**config.mk**
```make
export PLATFORM = sky130hd
export DESIGN_NAME = vec_cache_ds_wb_agent
export DESIGN_NICKNAME = d
export VERILOG_FILES = /design/src/rtl/vec_cache_ds_wb_agent.sv
export SDC_FILE = /design/constraint.sdc
export NUM_CORES = 1
export LEC_CHECK = 0
export ABC_CLOCK_PERIOD_IN_PS = 10900
export CAP_MARGIN = 0
export CORE_ASPECT_RATIO = 1.4
export CORE_MARGIN = 2
export CORE_UTILIZATION = 45
export CTS_BUF_LIST = sky130_fd_sc_hd__clkbuf_4
export DETAILED_ROUTE_END_ITERATION = 16
export GPL_TIMING_DRIVEN = 0
export PLACE_DENSITY = 0.66
export SYNTH_ARGS = -nofsm -noshare
export SYNTH_HDL_FRONTEND = slang
export SYNTH_SLANG_ARGS = --single-unit
```
**constraint.sdc**
```tcl
create_clock -name clk -period 10.9 [get_ports clk]
set_input_delay 2.18 -clock clk [delete_from_list [all_inputs] [get_ports clk]]
set_output_delay 2.18 -clock clk [all_outputs]
set_load 0.02 [all_outputs]
```
**src/rtl/vec_cache_ds_wb_agent.sv**
```systemverilog
// rtl/vec_cache_ds_wb_agent.sv - downstream write-back agent for evicted lines
// Buffers evict beats, issues them as downstream writes and retires lines on write acks.
package vec_cache_ds_wb_pkg;
  localparam int DATA_WIDTH           = 32;
  localparam int ADDR_WIDTH           = 32;
  localparam int MSHR_ENTRY_IDX_WIDTH = 4;
  localparam int DB_ENTRY_IDX_WIDTH   = 3;
  localparam int TXN_ID_WIDTH         = 4;
  localparam int SIDEBAND_WIDTH       = 4;

  typedef struct packed {
    logic [DATA_WIDTH-1:0]           data;
    logic [ADDR_WIDTH-1:0]           addr;
    logic                            last;
    logic [MSHR_ENTRY_IDX_WIDTH-1:0] rob_entry_id;
    logic [DB_ENTRY_IDX_WIDTH-1:0]   db_entry_id;
    logic [TXN_ID_WIDTH-1:0]         txn_id;
    logic [SIDEBAND_WIDTH-1:0]       sideband;
  } evict_to_ds_pld_t;
endpackage

module vec_cache_ds_wb_agent
  import vec_cache_ds_wb_pkg::*;
#(
  parameter int BEAT_FIFO_DEPTH = 8,
  parameter int OST_NUM         = 8,
  parameter int BEATS_PER_LINE  = 4
) (
  input  logic                            clk,
  input  logic                            rst_n,
  input  logic                            evict_to_ds_vld,
  input  evict_to_ds_pld_t                evict_to_ds_pld,
  output logic                            evict_to_ds_rdy,
  output logic                            ds_wr_vld,
  output evict_to_ds_pld_t                ds_wr_pld,
  input  logic                            ds_wr_rdy,
  input  logic                            ds_wr_ack_vld,
  input  logic [TXN_ID_WIDTH-1:0]         ds_wr_ack_txn_id,
  output logic                            evict_done,
  output logic [MSHR_ENTRY_IDX_WIDTH-1:0] evict_done_idx,
  output logic                            ost_full,
  output logic                            protocol_err
);
  localparam int PW = $clog2(BEAT_FIFO_DEPTH);
  localparam int SW = (OST_NUM > 1) ? $clog2(OST_NUM) : 1;
  localparam int CW = $clog2(BEATS_PER_LINE + 1);
  localparam logic [PW:0] PTR_ONE = 1;
  localparam logic [CW-1:0] CNT_ONE = 1;
  localparam logic [CW-1:0] CNT_LAST = CW'(BEATS_PER_LINE - 1);
  localparam logic [OST_NUM-1:0] VEC_ONE = 1;

  typedef enum logic {IDLE, BURST} state_t;
  typedef enum logic [1:0] {SLOT_FREE, SLOT_RSV, SLOT_PEND} slot_st_t;

  evict_to_ds_pld_t fifo_mem [BEAT_FIFO_DEPTH];
  logic [PW:0] wr_ptr, rd_ptr;
  logic fifo_empty, fifo_full, push, pop;

  state_t state, state_nxt;
  logic [CW-1:0] beat_cnt, beat_cnt_nxt;
  logic [SW-1:0] cur_slot, alloc_idx, fill_slot, hit_idx;
  logic alloc, fill, fsm_err;

  slot_st_t slot_st [OST_NUM];
  logic [TXN_ID_WIDTH-1:0] slot_txn [OST_NUM];
  logic [MSHR_ENTRY_IDX_WIDTH-1:0] slot_rob [OST_NUM];
  logic [OST_NUM-1:0] free_vec, pend_hit;
  logic ack_hit, ack_err;

  assign fifo_empty = (wr_ptr == rd_ptr);
  assign fifo_full = (wr_ptr[PW] != rd_ptr[PW]) && (wr_ptr[PW-1:0] == rd_ptr[PW-1:0]);
  assign evict_to_ds_rdy = !fifo_full;
  assign push = evict_to_ds_vld && !fifo_full;
  assign pop = ds_wr_vld && ds_wr_rdy;
  assign ds_wr_pld = fifo_mem[rd_ptr[PW-1:0]];

  always_ff @(posedge clk) begin
    if (push) begin
      fifo_mem[wr_ptr[PW-1:0]] <= evict_to_ds_pld;
    end
  end

  always_ff @(posedge clk or negedge rst_n) begin
    if (!rst_n) begin
      wr_ptr <= '0;
      rd_ptr <= '0;
    end else begin
      if (push) wr_ptr <= wr_ptr + PTR_ONE;
      if (pop) rd_ptr <= rd_ptr + PTR_ONE;
    end
  end

  always_comb begin
    free_vec = '0;
    pend_hit = '0;
    for (int i = 0; i < OST_NUM; i++) begin
      free_vec[i] = (slot_st[i] == SLOT_FREE);
      pend_hit[i] = (slot_st[i] == SLOT_PEND) && (slot_txn[i] == ds_wr_ack_txn_id);
    end
  end

  // Descending scan leaves the lowest set index in place.
  always_comb begin
    alloc_idx = '0;
    hit_idx = '0;
    for (int i = OST_NUM - 1; i >= 0; i--) begin
      if (free_vec[i]) alloc_idx = SW'(i);
      if (pend_hit[i]) hit_idx = SW'(i);
    end
  end

  assign ost_full = ~|free_vec;
  assign ack_hit = ds_wr_ack_vld && (|pend_hit);
  assign ack_err = ds_wr_ack_vld && (~|pend_hit || ((pend_hit & (pend_hit - VEC_ONE)) != '0));
  assign fill_slot = (state == IDLE) ? alloc_idx : cur_slot;

  always_comb begin
    state_nxt = state;
    beat_cnt_nxt = beat_cnt;
    ds_wr_vld = 1'b0;
    alloc = 1'b0;
    fill = 1'b0;
    fsm_err = 1'b0;
    case (state)
      IDLE: begin
        ds_wr_vld = !fifo_empty && !ost_full;
        if (pop) begin
          alloc = 1'b1;
          // A line that ends on its first beat is still tracked so its ack can retire it.
          if (BEATS_PER_LINE == 1 || ds_wr_pld.last) begin
            fill = 1'b1;
            fsm_err = (BEATS_PER_LINE > 1) || !ds_wr_pld.last;
          end else begin
            state_nxt = BURST;
            beat_cnt_nxt = CNT_ONE;
          end
        end
      end
      BURST: begin
        ds_wr_vld = !fifo_empty;
        if (pop) begin
          if (beat_cnt == CNT_LAST) begin
            fill = 1'b1;
            fsm_err = !ds_wr_pld.last;
            state_nxt = IDLE;
            beat_cnt_nxt = '0;
          end else begin
            fsm_err = ds_wr_pld.last;
            beat_cnt_nxt = beat_cnt + CNT_ONE;
          end
        end
      end
      default: state_nxt = IDLE;
    endcase
  end

  always_ff @(posedge clk or negedge rst_n) begin
    if (!rst_n) begin
      state <= IDLE;
      beat_cnt <= '0;
      cur_slot <= '0;
      evict_done <= 1'b0;
      evict_done_idx <= '0;
      protocol_err <= 1'b0;
      for (int i = 0; i < OST_NUM; i++) begin
        slot_st[i] <= SLOT_FREE;
        slot_txn[i] <= '0;
        slot_rob[i] <= '0;
      end
    end else begin
      state <= state_nxt;
      beat_cnt <= beat_cnt_nxt;
      if (alloc) cur_slot <= alloc_idx;
      evict_done <= ack_hit;
      if (ack_hit) evict_done_idx <= slot_rob[hit_idx];
      if (fsm_err || ack_err) protocol_err <= 1'b1;
      // Alloc/fill target free or reserved slots, ack frees a pending one: never the same slot.
      for (int i = 0; i < OST_NUM; i++) begin
        if (alloc && alloc_idx == SW'(i)) slot_st[i] <= SLOT_RSV;
        if (fill && fill_slot == SW'(i)) begin
          slot_st[i] <= SLOT_PEND;
          slot_txn[i] <= ds_wr_pld.txn_id;
          slot_rob[i] <= ds_wr_pld.rob_entry_id;
        end
        if (ack_hit && hit_idx == SW'(i)) slot_st[i] <= SLOT_FREE;
      end
    end
  end
endmodule
```
==> results of run 1 <==
==> stage by stage <==
step	util [%]	TNS [ns]	instance area, um2	hold WS (ns)
floorplan	-	0	29300	0.449
global placement	49.8	-648.83	32100	0.461
detailed placement	50.9	0	32800	0.472
CTS	54.4	0	35000	0.488
global route	54.4	0	35100	0.512
finish	54.4	0	35100	0.486
==> sequential cells by signal, indices dropped and copies added, names as in the netlist <==
signal,cells
wr_ptr,4
state,1
slot_txn,32
protocol_err,1
slot_rob,32
evict_done,1
rd_ptr,4
beat_cnt,3
cur_slot,3
slot_st,16
fifo_mem,640
evict_done_idx,4
==> synthesized netlist by cell type, types with 7 or more instances <==
master and instances:
xor2_1 15, o22ai_1 7, o211ai_1 7, nand2_1 22, edfxtp_1 640, nor2_1 33, nand4_1 7, xnor2_1 13
buf_2 19, dfrtp_1 101, a2bb2oi_1 9, a21oi_1 14, mux2_2 112, mux2_1 30, clkbuf_1 26, mux4_2 160
o21ai_0 8, inv_1 24
==> final cells by class <==
class | count | area share, %
Sequential cell | 741 | 62.0
Multi-Input combinational cell | 568 | 20.6
Timing Repair Buffer | 213 | 6.83
Clock buffer | 247 | 5.29
Tap cell | 840 | 3.00
Clock inverter | 60 | 1.04
Buffer | 58 | 0.832
Inverter | 27 | 0.303
Antenna cell | 10 | 0.0714
==> where the power goes <==
part | internal (mW) | switching [mW]
registers | 3.62 | 0.185
logic | 1.65 | 1.87
clock network | 1.12 | 1.08
==> final timing paths <==
path,startpoint,to,slack (ns),depth (start not counted)
max,rd_ptr[1],ds_wr_pld[21],4.44,6
max in group asynchronous,rst_n,beat_cnt[1],9.03,2
min in group asynchronous,rst_n,slot_txn[5],1.15,1
min reg2reg,beat_cnt[2],beat_cnt[2],0.49,1
min,beat_cnt[2],beat_cnt[2],0.49,1
max reg2reg,rd_ptr[1],fifo_mem[0][30],7.59,12
==> routing by layer <==
layer,vias to the layer above,wire (um)
met5,-,85
met4,12,1680
met3,136,4080
met2,476,33700
met1,7974,25300
li1,6675,-
==> critical path, stage by stage, from the launching register on <==
cell             delay [ns]
dfrtp_1                0.35
buf_2                  0.28
clkbuf_1               0.66
clkbuf_1               0.67
mux4_2                 0.46
mux2_2                 0.29
clkdlybuf4s50_1        0.57
==> cell families (layout without fill, tap and decap cells) <==
group | count (synthesis) | in the layout | synth area share, %
other | 0 | 10 | 0
AOI/OAI and AO/OA | 104 | 104 | 2.77
muxes | 305 | 305 | 17.9
DFF | 741 | 741 | 74.2
xor gates and xnor gates | 28 | 28 | 0.837
adders and majority gates | 3 | 3 | 0.128
and+or+nand+nor | 128 | 128 | 2.83
buffers and inverters | 85 | 605 | 1.36
==> results summary, run 1 <==
The flow ran to the end, and the final reports show no timing, DRC or antenna violations. The deepest clock path buffer count is 3. The routing layer with the top usage in global route is met2. The final layout contains routed wiring with a total length of 64900 um. The pre-antenna-repair detailed-routing pass consisted of 7 iterations. The number of nets in the synthesized netlist came out at roughly 1500. After synthesis, the netlist uses between 80 and 90 different library cells. The global routing usage summed across all routing layers came out at roughly a fifth. The count of flip-flops with a built-in enable after synthesis is 640. The met1 track utilization from global routing is 24.3%. Counting every sink on the clock net gives between 700 and 800. The dominant register cell in the synthesized netlist is edfxtp_1. The data required time at the worst endpoint is approximately 8.7 ns.

The routed wire length per instance came out at roughly 23 um. The fraction of the yosys area taken by sequential cells is 74.2%. The final non-filler cell total is ~2800.

In this run the remaining antenna-violating nets after routing total 0. The worst-case vdd ir drop came out at around 0.00018 V. Timing would allow up to 155 MHz. Sorting the synthesized cells by area gives the leading types as edfxtp_1 66%, mux4_2 12%, dfrtp_1 8.6%. The most common cell after layout, fill and taps aside is edfxtp_1. The via count of the first global-routing pass came out at between 15000 and 20000.

TritonCTS built the clock tree. The number of design-rule violations left by the first detailed-router iteration came out at 1067. The Yosys step of the flow raised 0 warnings.

The share of layout cells above drive strength 1 is ~34%. The number of resized instances in the post-cts repair step came out at 0. The maximum fanout count along the critical path is 10. At the later pin of the worst-skew pair, clock insertion delay measures 1.03 ns. Across the whole layout, storage elements account for 21700 um2. The final weighted congestion of routability-driven global placement is roughly 0.85.

The flop and latch count out of synthesis came out at 741. The final worst-path cycle share is about three fifths. The worst setup path is launched from a flop. The slew at the pin closest to its max-slew limit came out at 1.02 ns. The number of pins exceeding their max-slew limit in the final report is 0. The global-route congestion overflow total came out at 0. The global routing usage on met3 came out at about 5.8%. The horizontal die dimension is ~220 um. In the layout the commonest cells are 640 x edfxtp_1, 247 x clkbuf_4, 172 x clkdlybuf4s50_1. The cell type with the largest total area after synthesis is edfxtp_1. From synthesis to final layout, the design area changed by 19.6%. The number of antenna violations at the first check in global routing is 13. The initial core utilization is 45.5%. The leakage power total is between 10 and 15 nW. The tool flagged a number of max-cap violations equal to 0. The area share of the largest cell type after synthesis is 65.6%.

The final critical delay including setup and external delays is 6.46 ns. The post-CTS setup repair buffer count is 0. The area taken by multi-input logic gates is slightly above 7000 um2. The H-tree was split into 4 levels.

After detailed placement, the design holds a cell count of approximately 2400. The area of the core is between 60000 and 70000 um2. The synthesized area per cell is 21.0 um2.

The die covers between 60000 and 70000 um2. The fraction of synthesis flops using an asynchronous set or reset pin is a little over an eighth. The power density over the cells came out at roughly 270 nW/um2. Entering global routing, the biggest net connects between 60 and 70 pins. At the worst endpoint, the arrival time is roughly 4.3 ns. The placement-stage worst setup slack came out at 5.33 ns. The count of buffers from port buffering came out at roughly 170. The critical path class is flop to primary output. For the final database, setup skew stands at approximately 0.062 ns.

The cell chosen for the clock root is clkbuf_4. Setup repair after global routing left no endpoint under its margin. Buffers inserted during clock tree synthesis total approximately 180.

The cell area after synthesis came out at 29300 um2. The total setup violations reported at the end of the flow is 0. The global routing met2 resource utilization is 33.6%.

The number of design rule violations left after detail routing came out at 0. The number of hold violations in the final report came to 0. The boundary pin count came out at between 150 and 200.

The worst slew margin relative to its limit is between 30% and 40%. The site row count came out at 110. The setup slack after layout is 4.44 ns. The tightest min-delay check is of the flop to flop type. The number of fill cells in the layout came out at slightly above 5000.

In this run the vertical extent of the chip is a little over 300 um. The first global-routing pass estimated between 90000 and 100000 um of wire. The wire-length estimate of the detail-placed layout is 41900 um.

The total number of nets in the final design came out at around 1900. STA classifies the critical path endpoint as a primary output. Total power for the finished layout comes to 9.53 mW.

The count of hold-fix buffers inserted at cts is 0. After detailed routing, the number of vias per cell comes to between 5 and 6. The routed layout has approximately 15000 vias. The clock-pin slew of the registers on the worst-case setup and hold paths came out at ~0.070 ns. The count of mapped cells out of synthesis is between 1000 and 1500.
Power figures use the tool's default switching activity.
==> run 2, diff against run 1 <==
Settings changed: ABC_CLOCK_PERIOD_IN_PS 10900 to 5220, PLACE_DENSITY 0.66 to 0.69.
Clock period 10.9 ns to 5.22 ns, I/O delays scaled along.
==> run 2 against run 1 <==
  * Power is 110% higher
  * Die area stayed put
  * Clock-buffer cell count is 13 higher
  * Largest cell class unchanged
==> results summary, run 2 (synthesized netlist as in run 1, its figures left out) <==
From bottom edge to top edge, the die measures a little over 300 um. The site row count came out at 110. The flip-flop count of the largest register after layout came out at between 600 and 700. The power density over the cells came out at 570 nW/um2.

The clock tree from TritonCTS is yes. The depth of the most critical reg-to-reg path came out at 12. The maximum number of pins on one net before global-route repair came out at a little over 70. For the worst setup path, the data arrival time is 4.01 ns. After filler insertion, the fill cell instance count of the layout stands at 4999. The critical path ends at ds_wr_pld[77]. The post-layout utilization of the core came out at 54.7%.

In this run the top signal layer used is met5. The slew at the pin closest to its max-slew limit came out at 0.896 ns. Summed over all nets, wire length on met3 after detailed routing comes to roughly 3700 um. At the placement stage, the worst setup path has a slack of around 0.85 ns. The number of antenna violations at the first check in global routing came out at 6. At the end of routability-driven placement, the weighted congestion stood at roughly 0.83.

The flop-to-flop setup slack came out at around 1.8 ns. The area of the core is around 64000 um2. In the routed design, unresolved DRC markers number 0. Using the TritonRoute via totals, the vias-per-cell ratio works out to 5.47. The number of pins exceeding their max-slew limit in the final report was 0.

The fraction of power consumed by combinational cells is between 30% and 40%. The HPWL after detailed placement is a little over 40000 um. The area growth from synthesis to layout is 20.2%. In the layout the commonest cells are 640 x edfxtp_1, 270 x clkbuf_4, 172 x clkdlybuf4s50_1. The global routing usage summed across all routing layers is 19.8%. Setup violations remaining at the end of the flow were counted as 0. The total clock buffers created by CTS is 174.

The clock passes through at most 3 buffers. For the worst setup path, the data required time is between 4 and 5 ns. The worst slew margin relative to its limit came out at between 40% and 50%. The final critical delay including setup and external delays is ~5.1 ns. The reported max-cap violation count is 0. The worst hold path belongs to the class flop to flop. The critical path class is flop to primary output.

The most common cell after layout, fill and taps aside is edfxtp_1. The H-tree was split into 4 levels. The switching power came out at between 6 and 7 mW.

For this design, the sink count on the clock tree is 741. The internal power of the cells totals about 14 mW. The clock-pin slew of the registers on the worst-case setup and hold paths came out at around 0.070 ns. The share of power burned in the clock network is between 20% and 30%.

The initial core utilization came out at a little under half. The share of layout cells above drive strength 1 came out at about a third. The total overflow left after global routing is 0.

The run finished with clean final reports. The insertion delay to the later sink of the worst-skew pair came out at a little over 1 ns. Port buffering added 173 buffers. The worst setup path is captured at a primary output. Per report_power, the sequential group accounts for around 40% of the total. The wire length after detailed routing is 64400 um. The horizontal die dimension came out at ~220 um. The switching fraction of total power came out at around 33%. The first-pass GRT wire length came out at 97800 um. The total met2 wirelength after detailed routing came out at roughly 34000 um. The endpoint identified for the worst register-to-register timing path is fifo_mem[4][8].

The setup slack after layout is between 0.15 and 0.2 ns. The maximum frequency from static timing analysis came out at 198 MHz. The maximum fanout count along the critical path came out at 10. Before antenna repair, the detailed router went through 5 iterations. The total number of nets in the final design came out at about 1900. The tree is rooted in a clkbuf_4. The boundary pin count came out at roughly 180. The count of vias placed by the detailed router is 15104.

The post-route met1 wirelength came out at approximately 25000 um. The final worst-path cycle share is 96.8%. Dividing the detail-routed wire length by the instance count gives between 20 and 25 um.

The number of antenna-violating nets in the routed design is 0. The kind of launch point of the worst setup path is a flop. The number of design-rule violations left by the first detailed-router iteration is 1138. Once the clock tree was built, the setup fixing pass inserted 0 buffers. The number of hold violations in the final report is 0. The die covers a little under 70000 um2. In this run the critical register-to-register path is launched from rd_ptr[1]. The worst-case vdd ir drop came out at around 0.00032 V.

The worst clock skew came out at approximately 0.063 ns. The via count of the first global-routing pass came out at roughly 16000. The critical path starts at rd_ptr[1]. The leakage power total is ~12 nW.
[run 2: cell types whose count changed in the layout (fill, tap and decap cells not counted), sizes merged, moves of 2 or more]
| cell | before | now |
|---|---|---|
| buf | 72 | 50 |
| clkbuf | 274 | 297 |
| clkdlybuf4s15 | 0 | 3 |
| clkinv | 51 | 41 |
| diode | 10 | 7 |
| inv | 32 | 34 |
[run 2: metal layers]
metal  global-route usage (%)  up-vias
met4                     7.32        8
met1                     23.0     7912
met2                     34.6      420
met3                     5.79      114
li1                         -     6650
met5                        0        -
[run 2: final cells by class]
type,count,area (um2),area share [%]
Clock inverter,53,360,1.02
Inverter,27,106,0.302
Tap cell,840,1050,2.98
Buffer,57,342,0.969
Antenna cell,7,17.5,0.0497
Multi-Input combinational cell,568,7240,20.5
Clock buffer,260,1950,5.54
Timing Repair Buffer,206,2420,6.87
Sequential cell,741,21700,61.7
[run 2: power groups by stage]
stage / registers [mW] / clock network (mW) / logic [mW]
4_1_cts: 7.96 / 4.88 / 7.52
2_1_floorplan: 8.05 / 0 / 4.55
3_3_place_gp: 8.22 / 0 / 7.10
6_report: 7.96 / 4.74 / 7.38
5_1_grt: 8.04 / 5.17 / 7.86
3_5_place_dp: 8.08 / 0 / 7.47
[run 2: worst min-delay path by stage]
stage	from	to	cells past startpoint
after CTS	rst_n	slot_txn[0]	2
after global routing	rst_n	slot_rob[31]	2
after floorplan	beat_cnt[2]	beat_cnt[2]	1
after global placement	beat_cnt[2]	beat_cnt[2]	1
after detailed placement	cur_slot[1]	cur_slot[1]	2
final	cur_slot[1]	cur_slot[1]	2
[run 2: stage by stage]
| step | instance area [um2] | setup TNS [ns] | cells | hold slack, ns | total power, mW |
|---|---|---|---|---|---|
| 2_1_floorplan | 29300 | -54.38 | 1394 | 0.449 | 12.6 |
| 3_3_place_gp | 32100 | -2463.18 | 2407 | 0.465 | 15.3 |
| 3_5_place_dp | 32800 | 0 | 2439 | 0.473 | 15.6 |
| 4_1_cts | 35200 | 0 | 2752 | 0.412 | 20.4 |
| 5_1_grt | 35200 | -0.0605 | 2758 | 0.447 | 21.1 |
| 6_report | 35200 | 0 | 2759 | 0.486 | 20.1 |
[run 2: repair_timing]
action | in CTS | in global routing
endpoints found under the hold margin | 30 | 0
pin swaps | 0 | 0
setup endpoints to repair | 71 | 37
gates resized for setup | 8 | 15
cloned | 0 | 0
hold buffers | 1 | 0
[run 2: worst max-delay path: stages (launching register included)]
cell             delay [ns]
dfrtp_1                0.35
buf_2                  0.26
clkdlybuf4s15_2        0.52
clkbuf_1               0.63
mux4_2                 0.42
mux2_2                 0.32
clkdlybuf4s50_1        0.56
